[src/rtl/mini_alu_exec.sv]
// mini_alu_exec: execute stage for the MiniAlu processor family.
// Single-cycle ALU, branch and store ops; iterative shift-add multiply that
// stalls the front end through oReady while it runs. Results, write enable,
// branch decision and flags are registered and qualified by a one-cycle oValid.
// oResult for BLE, JMP, NOP and illegal opcodes is zero; the branch target is
// resolved upstream, so only the taken/not-taken decision is produced here.
// Shifts move iSrc1 by the amount held in the low bits of iSrc0.
module mini_alu_exec #(
    parameter int DATA_W     = 16,
    parameter int ADDR_W     = 8,
    parameter int BLE_SIGNED = 0
) (
    input  logic                  Clock,
    input  logic                  Reset,
    input  logic                  iValid,
    output logic                  oReady,
    input  logic [3:0]            iOperation,
    input  logic [DATA_W-1:0]     iSrc0,
    input  logic [DATA_W-1:0]     iSrc1,
    input  logic [DATA_W-1:0]     iImmediate,
    input  logic [ADDR_W-1:0]     iDestination,
    output logic                  oValid,
    output logic                  oWriteEnable,
    output logic [ADDR_W-1:0]     oDestination,
    output logic [2*DATA_W-1:0]   oResult,
    output logic                  oBranchTaken,
    output logic [3:0]            oFlags,
    output logic                  oIllegal
);

    localparam int SH_W = $clog2(DATA_W);
    localparam int MSB  = DATA_W - 1;

    localparam logic [3:0] OP_NOP  = 4'h0;
    localparam logic [3:0] OP_ADD  = 4'h1;
    localparam logic [3:0] OP_SUB  = 4'h2;
    localparam logic [3:0] OP_AND  = 4'h3;
    localparam logic [3:0] OP_OR   = 4'h4;
    localparam logic [3:0] OP_XOR  = 4'h5;
    localparam logic [3:0] OP_SHL  = 4'h6;
    localparam logic [3:0] OP_SHR  = 4'h7;
    localparam logic [3:0] OP_UMUL = 4'h8;
    localparam logic [3:0] OP_SMUL = 4'h9;
    localparam logic [3:0] OP_BLE  = 4'hA;
    localparam logic [3:0] OP_JMP  = 4'hB;
    localparam logic [3:0] OP_STO  = 4'hC;

    localparam logic [1:0] ST_IDLE = 2'd0;
    localparam logic [1:0] ST_MUL  = 2'd1;
    localparam logic [1:0] ST_DONE = 2'd2;

    localparam logic [SH_W-1:0] CNT_LAST = SH_W'(DATA_W - 1);

    // State and datapath registers
    logic [1:0]            state_reg;
    logic [SH_W-1:0]       cnt_reg;
    logic [2*DATA_W-1:0]   mcand_reg;
    logic [DATA_W-1:0]     mplier_reg;
    logic [2*DATA_W-1:0]   acc_reg;
    logic                  neg_reg;
    logic [ADDR_W-1:0]     dest_reg;
    logic [2*DATA_W-1:0]   result_reg;
    logic [3:0]            flags_reg;
    logic                  valid_reg;
    logic                  we_reg;
    logic                  br_reg;
    logic                  ill_reg;

    // Single-cycle datapath results
    logic [DATA_W:0]       sum_ext;
    logic [DATA_W:0]       diff_ext;
    logic                  ble_take;
    logic [DATA_W-1:0]     alu_res;
    logic                  alu_c;
    logic                  alu_v;
    logic                  alu_we;
    logic                  alu_br;
    logic                  alu_ill;
    logic                  alu_keep;
    logic                  alu_mul;
    logic                  smul_sel;
    logic [DATA_W-1:0]     mag0;
    logic [DATA_W-1:0]     mag1;

    // Multiply step
    logic [2*DATA_W-1:0]   acc_next;
    logic [2*DATA_W-1:0]   mul_prod;

    assign sum_ext  = {1'b0, iSrc0} + {1'b0, iSrc1};
    assign diff_ext = {1'b0, iSrc1} - {1'b0, iSrc0};

    generate
        if (BLE_SIGNED != 0) begin : g_ble_signed
            assign ble_take = $signed(iSrc1) <= $signed(iSrc0);
        end else begin : g_ble_unsigned
            assign ble_take = iSrc1 <= iSrc0;
        end
    endgenerate

    // Signed multiply works on magnitudes; the negation of the most-negative
    // value wraps to itself, which is the correct unsigned magnitude.
    assign smul_sel = (iOperation == OP_SMUL);
    assign mag0     = (smul_sel && iSrc0[MSB]) ? (~iSrc0 + 1'b1) : iSrc0;
    assign mag1     = (smul_sel && iSrc1[MSB]) ? (~iSrc1 + 1'b1) : iSrc1;

    assign acc_next = acc_reg + (mplier_reg[0] ? mcand_reg : '0);
    assign mul_prod = neg_reg ? (~acc_next + 1'b1) : acc_next;

    // Opcode decode for everything that completes in one cycle
    always_comb begin
        alu_res  = '0;
        alu_c    = 1'b0;
        alu_v    = 1'b0;
        alu_we   = 1'b0;
        alu_br   = 1'b0;
        alu_ill  = 1'b0;
        alu_keep = 1'b0;
        alu_mul  = 1'b0;
        case (iOperation)
            OP_NOP: alu_keep = 1'b1;
            OP_ADD: begin
                alu_res = sum_ext[DATA_W-1:0];
                alu_c   = sum_ext[DATA_W];
                alu_v   = (iSrc0[MSB] == iSrc1[MSB]) && (sum_ext[MSB] != iSrc0[MSB]);
                alu_we  = 1'b1;
            end
            OP_SUB: begin
                alu_res = diff_ext[DATA_W-1:0];
                alu_c   = diff_ext[DATA_W];
                alu_v   = (iSrc1[MSB] != iSrc0[MSB]) && (diff_ext[MSB] != iSrc1[MSB]);
                alu_we  = 1'b1;
            end
            OP_AND: begin alu_res = iSrc0 & iSrc1; alu_we = 1'b1; end
            OP_OR:  begin alu_res = iSrc0 | iSrc1; alu_we = 1'b1; end
            OP_XOR: begin alu_res = iSrc0 ^ iSrc1; alu_we = 1'b1; end
            OP_SHL: begin alu_res = iSrc1 << iSrc0[SH_W-1:0]; alu_we = 1'b1; end
            OP_SHR: begin alu_res = iSrc1 >> iSrc0[SH_W-1:0]; alu_we = 1'b1; end
            OP_UMUL, OP_SMUL: alu_mul = 1'b1;
            OP_BLE: alu_br = ble_take;
            OP_JMP: alu_br = 1'b1;
            OP_STO: begin alu_res = iImmediate; alu_we = 1'b1; end
            default: begin
                alu_ill  = 1'b1;
                alu_keep = 1'b1;
            end
        endcase
    end

    // Control FSM, output registers and shift-add multiplier
    always_ff @(posedge Clock) begin
        if (Reset) begin
            state_reg  <= ST_IDLE;
            cnt_reg    <= '0;
            mcand_reg  <= '0;
            mplier_reg <= '0;
            acc_reg    <= '0;
            neg_reg    <= 1'b0;
            dest_reg   <= '0;
            result_reg <= '0;
            flags_reg  <= '0;
            valid_reg  <= 1'b0;
            we_reg     <= 1'b0;
            br_reg     <= 1'b0;
            ill_reg    <= 1'b0;
        end else begin
            valid_reg <= 1'b0;
            we_reg    <= 1'b0;
            br_reg    <= 1'b0;
            ill_reg   <= 1'b0;
            case (state_reg)
                ST_MUL: begin
                    acc_reg    <= acc_next;
                    mcand_reg  <= mcand_reg << 1;
                    mplier_reg <= mplier_reg >> 1;
                    cnt_reg    <= cnt_reg + 1'b1;
                    if (cnt_reg == CNT_LAST) begin
                        result_reg <= mul_prod;
                        flags_reg  <= {mul_prod[2*DATA_W-1], mul_prod == '0, 2'b00};
                        valid_reg  <= 1'b1;
                        we_reg     <= 1'b1;
                        state_reg  <= ST_DONE;
                    end
                end
                default: begin
                    // IDLE and DONE both accept; DONE allows back-to-back issue
                    if (iValid) begin
                        dest_reg <= iDestination;
                        if (alu_mul) begin
                            mcand_reg  <= {{DATA_W{1'b0}}, mag0};
                            mplier_reg <= mag1;
                            acc_reg    <= '0;
                            cnt_reg    <= '0;
                            neg_reg    <= smul_sel && (iSrc0[MSB] ^ iSrc1[MSB]);
                            state_reg  <= ST_MUL;
                        end else begin
                            result_reg <= {{DATA_W{1'b0}}, alu_res};
                            valid_reg  <= 1'b1;
                            we_reg     <= alu_we;
                            br_reg     <= alu_br;
                            ill_reg    <= alu_ill;
                            if (!alu_keep) begin
                                flags_reg <= {alu_res[MSB], alu_res == '0, alu_c, alu_v};
                            end
                            state_reg  <= ST_DONE;
                        end
                    end else begin
                        state_reg <= ST_IDLE;
                    end
                end
            endcase
        end
    end

    assign oReady       = (state_reg != ST_MUL);
    assign oValid       = valid_reg;
    assign oWriteEnable = we_reg;
    assign oDestination = dest_reg;
    assign oResult      = result_reg;
    assign oBranchTaken = br_reg;
    assign oFlags       = flags_reg;
    assign oIllegal     = ill_reg;

endmodule
[config.mk]
export PLATFORM = sky130hd
export DESIGN_NAME = mini_alu_exec
export DESIGN_NICKNAME = d
export VERILOG_FILES = /design/src/rtl/mini_alu_exec.sv
export SDC_FILE = /design/constraint.sdc
export NUM_CORES = 1
export LEC_CHECK = 0
export CAP_MARGIN = 30
export CORE_MARGIN = 4
export CORE_UTILIZATION = 55
export CTS_CLUSTER_SIZE = 10
export DETAILED_ROUTE_END_ITERATION = 12
export PLACE_DENSITY = 0.8
export SYNTH_ARGS = -nofsm -noshare
export SYNTH_HDL_FRONTEND = slang
export SYNTH_SLANG_ARGS = --single-unit
[constraint.sdc]
create_clock -name Clock -period 12.73 [get_ports Clock]
set_input_delay 2.546 -clock Clock [delete_from_list [all_inputs] [get_ports Clock]]
set_output_delay 2.546 -clock Clock [all_outputs]
set_load 0.01 [all_outputs]
After elaboration in Yosys (flattened, before gate mapping)
Cells that the tools add are included.
Word-level totals
  latch bits: 0
  register bits after elaboration: 135
  bits in read-only memories: 0
  input bits: 63
  output and inout port bits: 49
  logic and storage cells: 121
  memories: 0
  memory bits (writable): 0
Cells by class
  multipliers: 0
  shifts and indexed selects: 2
  divide/modulo/power cells: 0
  eq/ne operators: 21
  reductions and logical operators: 23
  bitwise operators: 9
  muxes and demuxes: 43
  magnitude comparators: 1
  $add $sub $neg: 7
Operator list (count)
  $mux 32: 12
  $pmux 16 s8: 1
  $mux 15: 3
  $add 16x1->16 const B: 2
  $add 32x1->32 const B: 1
  $add 32x32->32: 1
  $logic_not 32->1: 1
  $mux 16: 2
  $mux 4: 8
  $not 16->16: 2
  $not 32->32: 1
  $eq 4x4->1 const B: 6
  $add 16x16->17: 1
  $sub 16x16->17: 1
  $and 16x16->16: 1
  $eq 4x3->1 const B: 4
  $le 16x16->1: 1
  $logic_not 16->1: 1
  $or 16x16->16: 1
  $shl 16x4->16: 1
  $shr 16x4->16: 1
  $xor 16x16->16: 1
  $reduce_or 13->1: 1
  $reduce_or 12->1: 1
  other kinds (22): 51

Logic depth before layout (Yosys ltp)
Gate-level depths: netlist of run 1.
  depth in word-level cells: 8
  gate-level depth with buffers: 18
  mapped depth without buffers: 17

Worst setup path after synthesis of run 1
No wires, ideal clock.
  path kind: input to register
  start: input iSrc0[2]
  end: register flags_reg[2], in the netlist oFlags[2]
  stages: 16
  buffers on the path: 2
  data arrival time: 6.024 ns
  setup time: 0.059 ns
  required time: 12.671 ns
  setup slack: 6.647 ns
  path through: inv_1 > clkbuf_1 > buf_1 > ha_1 > a21o_1 > a21o_1 > a21o_1 > a2111o_1 > and2_1 > a41oi_1 > mux2i_1 > o221ai_1 > nor4_1 > nand3_1 > o21ai_0 > a31o_1
On the way
  word-level cells in the longest chain between the ends: 7
  elaborated cells on any way between the ends: 13
  those cells by class: 2 x add/sub; 2 x shift; 5 x mux; 3 x bitwise; 1 x reduce/logical
RTL lines
  start, declared: RTL line 18  | input logic [DATA_W-1:0] iSrc0,
  $sub 16x16->17, or another cell as far along: RTL line 90  | assign diff_ext = {1'b0, iSrc1} - {1'b0, iSrc0};
  $pmux 16 s8 *: RTL line 119  | case (iOperation)
  $logic_not 16->1 *: RTL line 202  | flags_reg <= {alu_res[MSB], alu_res == '0, alu_c, alu_v};
  $mux 4 *: RTL line 201  | if (!alu_keep) begin
  $mux 4 *: RTL line 188  | if (alu_mul) begin
  $mux 4 *: RTL line 186  | if (iValid) begin
  $mux 4 *: RTL line 170  | case (state_reg)
  end signal, assigned: RTL line 178  | flags_reg <= {mul_prod[2*DATA_W-1], mul_prod == '0, 2'b00};
  end signal, assigned: RTL line 202
  end, declared: RTL line 63  | logic [3:0] flags_reg;
Mark *: on every way between the ends. The rest lies on a longest branch, timed or not. The select of a mux whose other input is x is not followed.
A chain may end at the register's enable or synchronous reset.

Worst setup path after layout of run 1
Same ends and word-level chain as after synthesis.

==> results of run 1 <==
[layout make-up]
cell class	count	area share, %
clock inverter	15	1.09
sequential	135	18.8
multi-input combinational	1423	64.4
inverter	59	1.54
tap	285	2.47
timing repair buffer	133	8.77
clock buffer	17	2.95
[routing by layer]
layer | routed length [µm] | vias up | GRT usage (%)
met5 | 0 | - | 0
met4 | 2460 | 0 | 17.8
met3 | 3400 | 149 | 4.10
met2 | 22700 | 694 | 60.8
met1 | 18900 | 6596 | 44.8
li1 | - | 6416 | -
[cells by family (layout without fill, tap and decap cells)]
family / count (synthesis) / count (layout)
AO/OA/AOI/OAI: 511 / 511
flip-flops: 135 / 135
multiplexers: 42 / 42
buffers and inverters: 197 / 224
XOR/XNOR: 79 / 79
AND/OR/NAND/NOR: 704 / 704
adder cells (fa/ha/maj): 87 / 87
[power by group through the flow]
stage	combinational, mW	sequential [mW]	clock (mW)
after CTS	0.274	0.437	0.506
final	0.281	0.437	0.506
after floorplan	0.166	0.448	0
after global placement	0.272	0.446	0
after detailed placement	0.272	0.447	0
after global routing	0.298	0.438	0.527
[synth_stat cells, types with 40 or more instances]
master	number
nand2_1	218
nor2_1	173
a21oi_1	163
dfxtp_1	135
clkbuf_1	123
nand3_1	95
ha_1	84
o21ai_0	70
xnor2_1	64
inv_1	56
nor3_1	47
and2_1	40
[worst paths after layout]
kind,end,slack [ps],cells after the start
max,oFlags[2],5790,16
max reg2reg,oFlags[2],6220,14
min,oFlags[3],450,2
min reg2reg,oFlags[3],450,2
[worst register-to-register path, stage by stage, from the launching register on]
cell and delay [ps]:
dfxtp_1 1020, and2_1 250, ha_1 230, fa_1 490, nor3_1 500, o221ai_1 350
or3_1 450, or3_1 410, nor4_1 800, a31oi_1 200, xnor2_1 240, or4b_1 540
or4_1 550, nor4_2 230, a31o_1 190
[layout by cell type, fill, tap and decap left out, types with 13 or more instances in the layout]
cell type / instances
clkdlybuf4s50_1: 108
a211oi_1: 23
o31ai_1: 16
a22oi_1: 33
a221oi_1: 14
ha_1: 84
a31oi_1: 38
nand3_1: 95
inv_1: 55
a21oi_1: 163
buf_4: 23
nand2_1: 217
nand4_1: 13
mux4_2: 20
xnor2_1: 64
xor2_1: 15
o211ai_1: 15
a21o_1: 24
nor2_1: 172
clkbuf_16: 17
mux2i_1: 19
dfxtp_1: 135
o21ai_0: 70
nor3_1: 47
and2_1: 40
[per-stage QoR]
step / std cells / area, µm² / total power, mW
after global routing: 2067 / 14400 / 1.26
after CTS: 2067 / 14400 / 1.22
final: 2067 / 14400 / 1.22
after floorplan: 1755 / 12700 / 0.614
after detailed placement: 2035 / 13800 / 0.719
after global placement: 2034 / 13800 / 0.718
==> results.json, run 1 <==
{
  "rsz0062_at_grt": "false",
  "tns_ps": 0,
  "synth.area.top_cells": "dfxtp_1, ha_1, nand2_1",
  "ys_types": 86,
  "hold_violations": 0,
  "critPathCaptureType": "flop",
  "status": "finished clean",
  "grt_pass1_vias": 13000,
  "hp-start": "oFlags[3]",
  "path_class": "in -> reg",
  "drt-wirelength-per-cell_um": 22.9,
  "synthMuxAreaShare_pct": 5.32,
  "path_buf_inv": 4,
  "antenna_found_initial": 0,
  "multiInputGateArea_um2": 9280,
  "synthArstFlopShare_pct": 0,
  "rows": 55,
  "place_congestion": 1.06,
  "ir_drop_mv": 0.0706,
  "synth_xor_area_share_pct": 5.46,
  "viasPerCell": 6.70,
  "die_y_um": 160,
  "die_x_um": 160,
  "synth_edf_count": 0,
  "htreeDepth": 4,
  "crit_arrival_ps": 7310,
  "whs_ps": 453,
  "pwr-share-seq_pct": 35.7,
  "crit_family": "compound AO/OA/AOI/OAI gates",
  "drt-pass1-iter-count": 5,
  "tritoncts": "done",
  "internal-power_mw": 0.814,
  "drtIter0Drc": 1546,
  "netSwitchingFraction_pct": 33.5,
  "switching_power_mw": 0.410,
  "n_antenna_cell": 0,
  "dpl.hpwl_um": 35200,
  "synth_compound_area_share_pct": 26.6,
  "synth-simple-area-share_pct": 26.7,
  "regArea_um2": 2700,
  "synth_top_flop_cell": "dfxtp_1",
  "grtUsageTotal_pct": 35.7,
  "pre_cts_ws_ps": 5500,
  "critPathLaunchType": "primary input",
  "max-cap-violations": 0,
  "crit_fanout": 33,
  "cts_buffer_depth": 2,
  "synth_adder_area_share_pct": 8.77,
  "path_common_cell": "inv_1",
  "critPathRequiredTime_ps": 13100,
  "min_path_type": "reg -> reg",
  "cts_setup_buffers": 0,
  "n_fill_cell": 2031,
  "cts.repair.resized": 0,
  "synth-seq-cells": 135,
  "numCtsBuffers": 17,
  "drc": 0,
  "comb_power_share_pct": 22.9,
  "synth_area_leader_cell": "dfxtp_1",
  "path_cells": "clkdlybuf4s50_1 -> buf_4 -> inv_1 -> ha_1 -> inv_1 -> o21bai_1 -> a21o_1 -> a31o_2 -> a41o_1 -> a211oi_1 -> nor2_1 -> a211o_1 -> a2111oi_0 -> nand3_1 -> o21ai_0 -> a31o_1",
  "reg2reg_from": "mplier_reg[0]",
  "cellPowerDensity_nw_per_um2": 85.0,
  "synth_top_area_share_pct": 21.3,
  "crit_start": "iSrc0[2]",
  "crit_slowest_cell": "a2111oi_0",
  "portBuffers": 111,
  "synth_top_family_by_area": "simple AND/OR/NAND/NOR gates",
  "start_util_pct": 56.0,
  "setup_viol": 0,
  "setup_slack_ps": 5790,
  "finalMaxSlewViolations": 0,
  "skew_ps": 16.0,
  "grt_max_degree": 85,
  "max_freq_mhz": 144,
  "syn_to_final_growth_pct": 13.7,
  "ioPinCount": 112,
  "core_area_um2": 22600,
  "totalWireLength_um": 47400,
  "layout.nets": 1919,
  "worst_slew_pin_slew_ps": 1080,
  "clkPwrFrac_pct": 41.3,
  "grt_pass1_wl_um": 73600,
  "drive_gt1_share_pct": 6.73,
  "syn_area_um2": 12700,
  "utilization_pct": 63.6,
  "postSynthCellCount": 1755,
  "yosys_warnings": 0,
  "post-route-period-util_pct": 54.5,
  "die-area_um2": 25500,
  "path_clk_slew_ps": 70,
  "finalCriticalPeriod_ps": 6940,
  "synth_nets": 1905,
  "cts_hold_buf": 0,
  "relSlewSlack_pct": 27.9,
  "avgSynthCellArea_um2": 7.22,
  "cts_root_buf": "clkbuf_16",
  "slowest_delay_ps": 650,
  "p_leak_nw": 5.56,
  "clk_latency_ps": 440,
  "vias": 13900,
  "ant_nets": 0,
  "ys_seq_area_share_pct": 21.3,
  "cts_sinks": 135,
  "grt-ovfl-total": 0
}
Power figures use the tool's default switching activity.
==> run 2: changes to the inputs <==
- clock period: 12.73 -> 7.15 ns (I/O delays scaled with it)
==> results.json, run 2 (synthesized netlist as in run 1, its figures left out) <==
{
  "tns_ps": 0,
  "layout.nets": 1921,
  "die_y_um": 160,
  "drc": 0,
  "numCtsBuffers": 17,
  "min_path_type": "reg -> reg",
  "start_util_pct": 56.0,
  "route.met2.wl_um": 23100,
  "die-area_um2": 25500,
  "mostFrequentLayoutCells": "nand2_1, nor2_1, a21oi_1",
  "n_antenna_cell": 0,
  "critPathCaptureType": "flop",
  "path_cells": "buf_16 -> and2_1 -> ha_1 -> fa_1 -> a211oi_2 -> o21ai_1 -> and4_1 -> or3_1 -> a2111o_1 -> nor4_1 -> a31oi_1 -> xnor2_1 -> or4b_1 -> or4_1 -> nor4_2 -> a31o_1",
  "layout_commonest_cell": "nand2_1",
  "drtIter0Drc": 1595,
  "drt-wirelength-per-cell_um": 23.2,
  "portBuffers": 111,
  "p_leak_nw": 5.60,
  "core_area_um2": 22600,
  "viasPerCell": 6.76,
  "cellPowerDensity_nw_per_um2": 152,
  "crit_slowest_cell": "nor4_1",
  "ioPinCount": 112,
  "finalMaxSlewViolations": 0,
  "whs_ps": 457,
  "slowest_delay_ps": 830,
  "max-cap-violations": 0,
  "finalCriticalPeriod_ps": 5740,
  "drive_gt1_share_pct": 6.84,
  "cts_setup_buffers": 0,
  "drt-pass1-iter-count": 6,
  "status": "finished clean",
  "ant_nets": 0,
  "grt_max_degree": 82,
  "grt-ovfl-total": 0,
  "critPathLaunchType": "flop",
  "place_congestion": 1.04,
  "syn_to_final_growth_pct": 14.4,
  "dr.max_layer_used": "met4",
  "grtUsageTotal_pct": 36.2,
  "post-route-period-util_pct": 80.3,
  "skew_ps": 12.6,
  "ir_drop_mv": 0.154,
  "cts_buffer_depth": 2,
  "rows": 55,
  "setup_viol": 0,
  "worst_slew_pin_slew_ps": 1050,
  "hold_violations": 0,
  "cts_sinks": 135,
  "path_buf_inv": 1,
  "critPathRequiredTime_ps": 7530,
  "cts.repair.resized": 0,
  "n_fill_cell": 2015,
  "wl_met3_um": 3000,
  "rsz0062_at_grt": "false",
  "antenna_found_initial": 0,
  "grt_pass1_wl_um": 74600,
  "htreeDepth": 4,
  "dpl.hpwl_um": 35600,
  "cts_hold_buf": 0,
  "crit_fanout": 30,
  "vias": 14000,
  "relSlewSlack_pct": 29.9,
  "tritoncts": "done",
  "crit_family": "simple AND/OR/NAND/NOR gates",
  "max_freq_mhz": 174,
  "cts_root_buf": "clkbuf_16",
  "path_class": "reg -> reg",
  "clk_latency_ps": 440,
  "grt_pass1_vias": 13100,
  "drt-met1-wl_um": 18900,
  "crit_arrival_ps": 6120,
  "totalWireLength_um": 48100,
  "path_clk_slew_ps": 70,
  "die_x_um": 160
}
-- run 2: final cells by class --
cell class | count | area (µm²) | share of cell area, %
tap | 285 | 357 | 2.46
clock buffer | 17 | 425 | 2.93
multi-input combinational | 1423 | 9280 | 64.0
inverter | 59 | 221 | 1.53
sequential | 135 | 2700 | 18.6
clock inverter | 15 | 176 | 1.22
timing repair buffer | 135 | 1330 | 9.18
-- run 2: report_power, final --
| part | total (mW) | internal [mW] | switching (mW) |
|---|---|---|---|
| clock network | 0.914 | 0.502 | 0.412 |
| registers | 0.778 | 0.768 | 0.00997 |
| logic | 0.509 | 0.193 | 0.316 |
-- run 2: routing by layer --
layer / vias to the layer above / global-route usage [%]
li1: 6435 / -
met3: 174 / 4.13
met2: 704 / 62.1
met1: 6676 / 44.4
met5: - / 0
met4: 0 / 20.0
-- run 2: path summary, 6_finish.rpt --
path                            cells after the start             from              end  slack [ps]
worst min-delay path                                2  oDestination[0]  oDestination[0]         460
worst max-delay path                               16    mplier_reg[0]        oFlags[2]        1410
worst max register to register                     16    mplier_reg[0]        oFlags[2]        1410
worst min register to register                      2  oDestination[0]  oDestination[0]         460
-- run 2: tightest hold or removal path, cell delays in order, from the launching register on --
cell	delay, ps
dfxtp_1	310
nand2_1	50
a21oi_1	50
-- run 2: through the flow --
stage | instances | setup WS, ps | util [%] | instance area [µm²] | power (mW)
floorplan | 1755 | 2160 | - | 12700 | 1.09
global placement | 2033 | 1440 | 61.0 | 13800 | 1.28
detailed placement | 2036 | 1270 | 61.2 | 13900 | 1.29
CTS | 2068 | 1240 | 63.9 | 14500 | 2.19
global route | 2069 | 1230 | 64.0 | 14500 | 2.27
finish | 2069 | 1410 | 64.0 | 14500 | 2.20
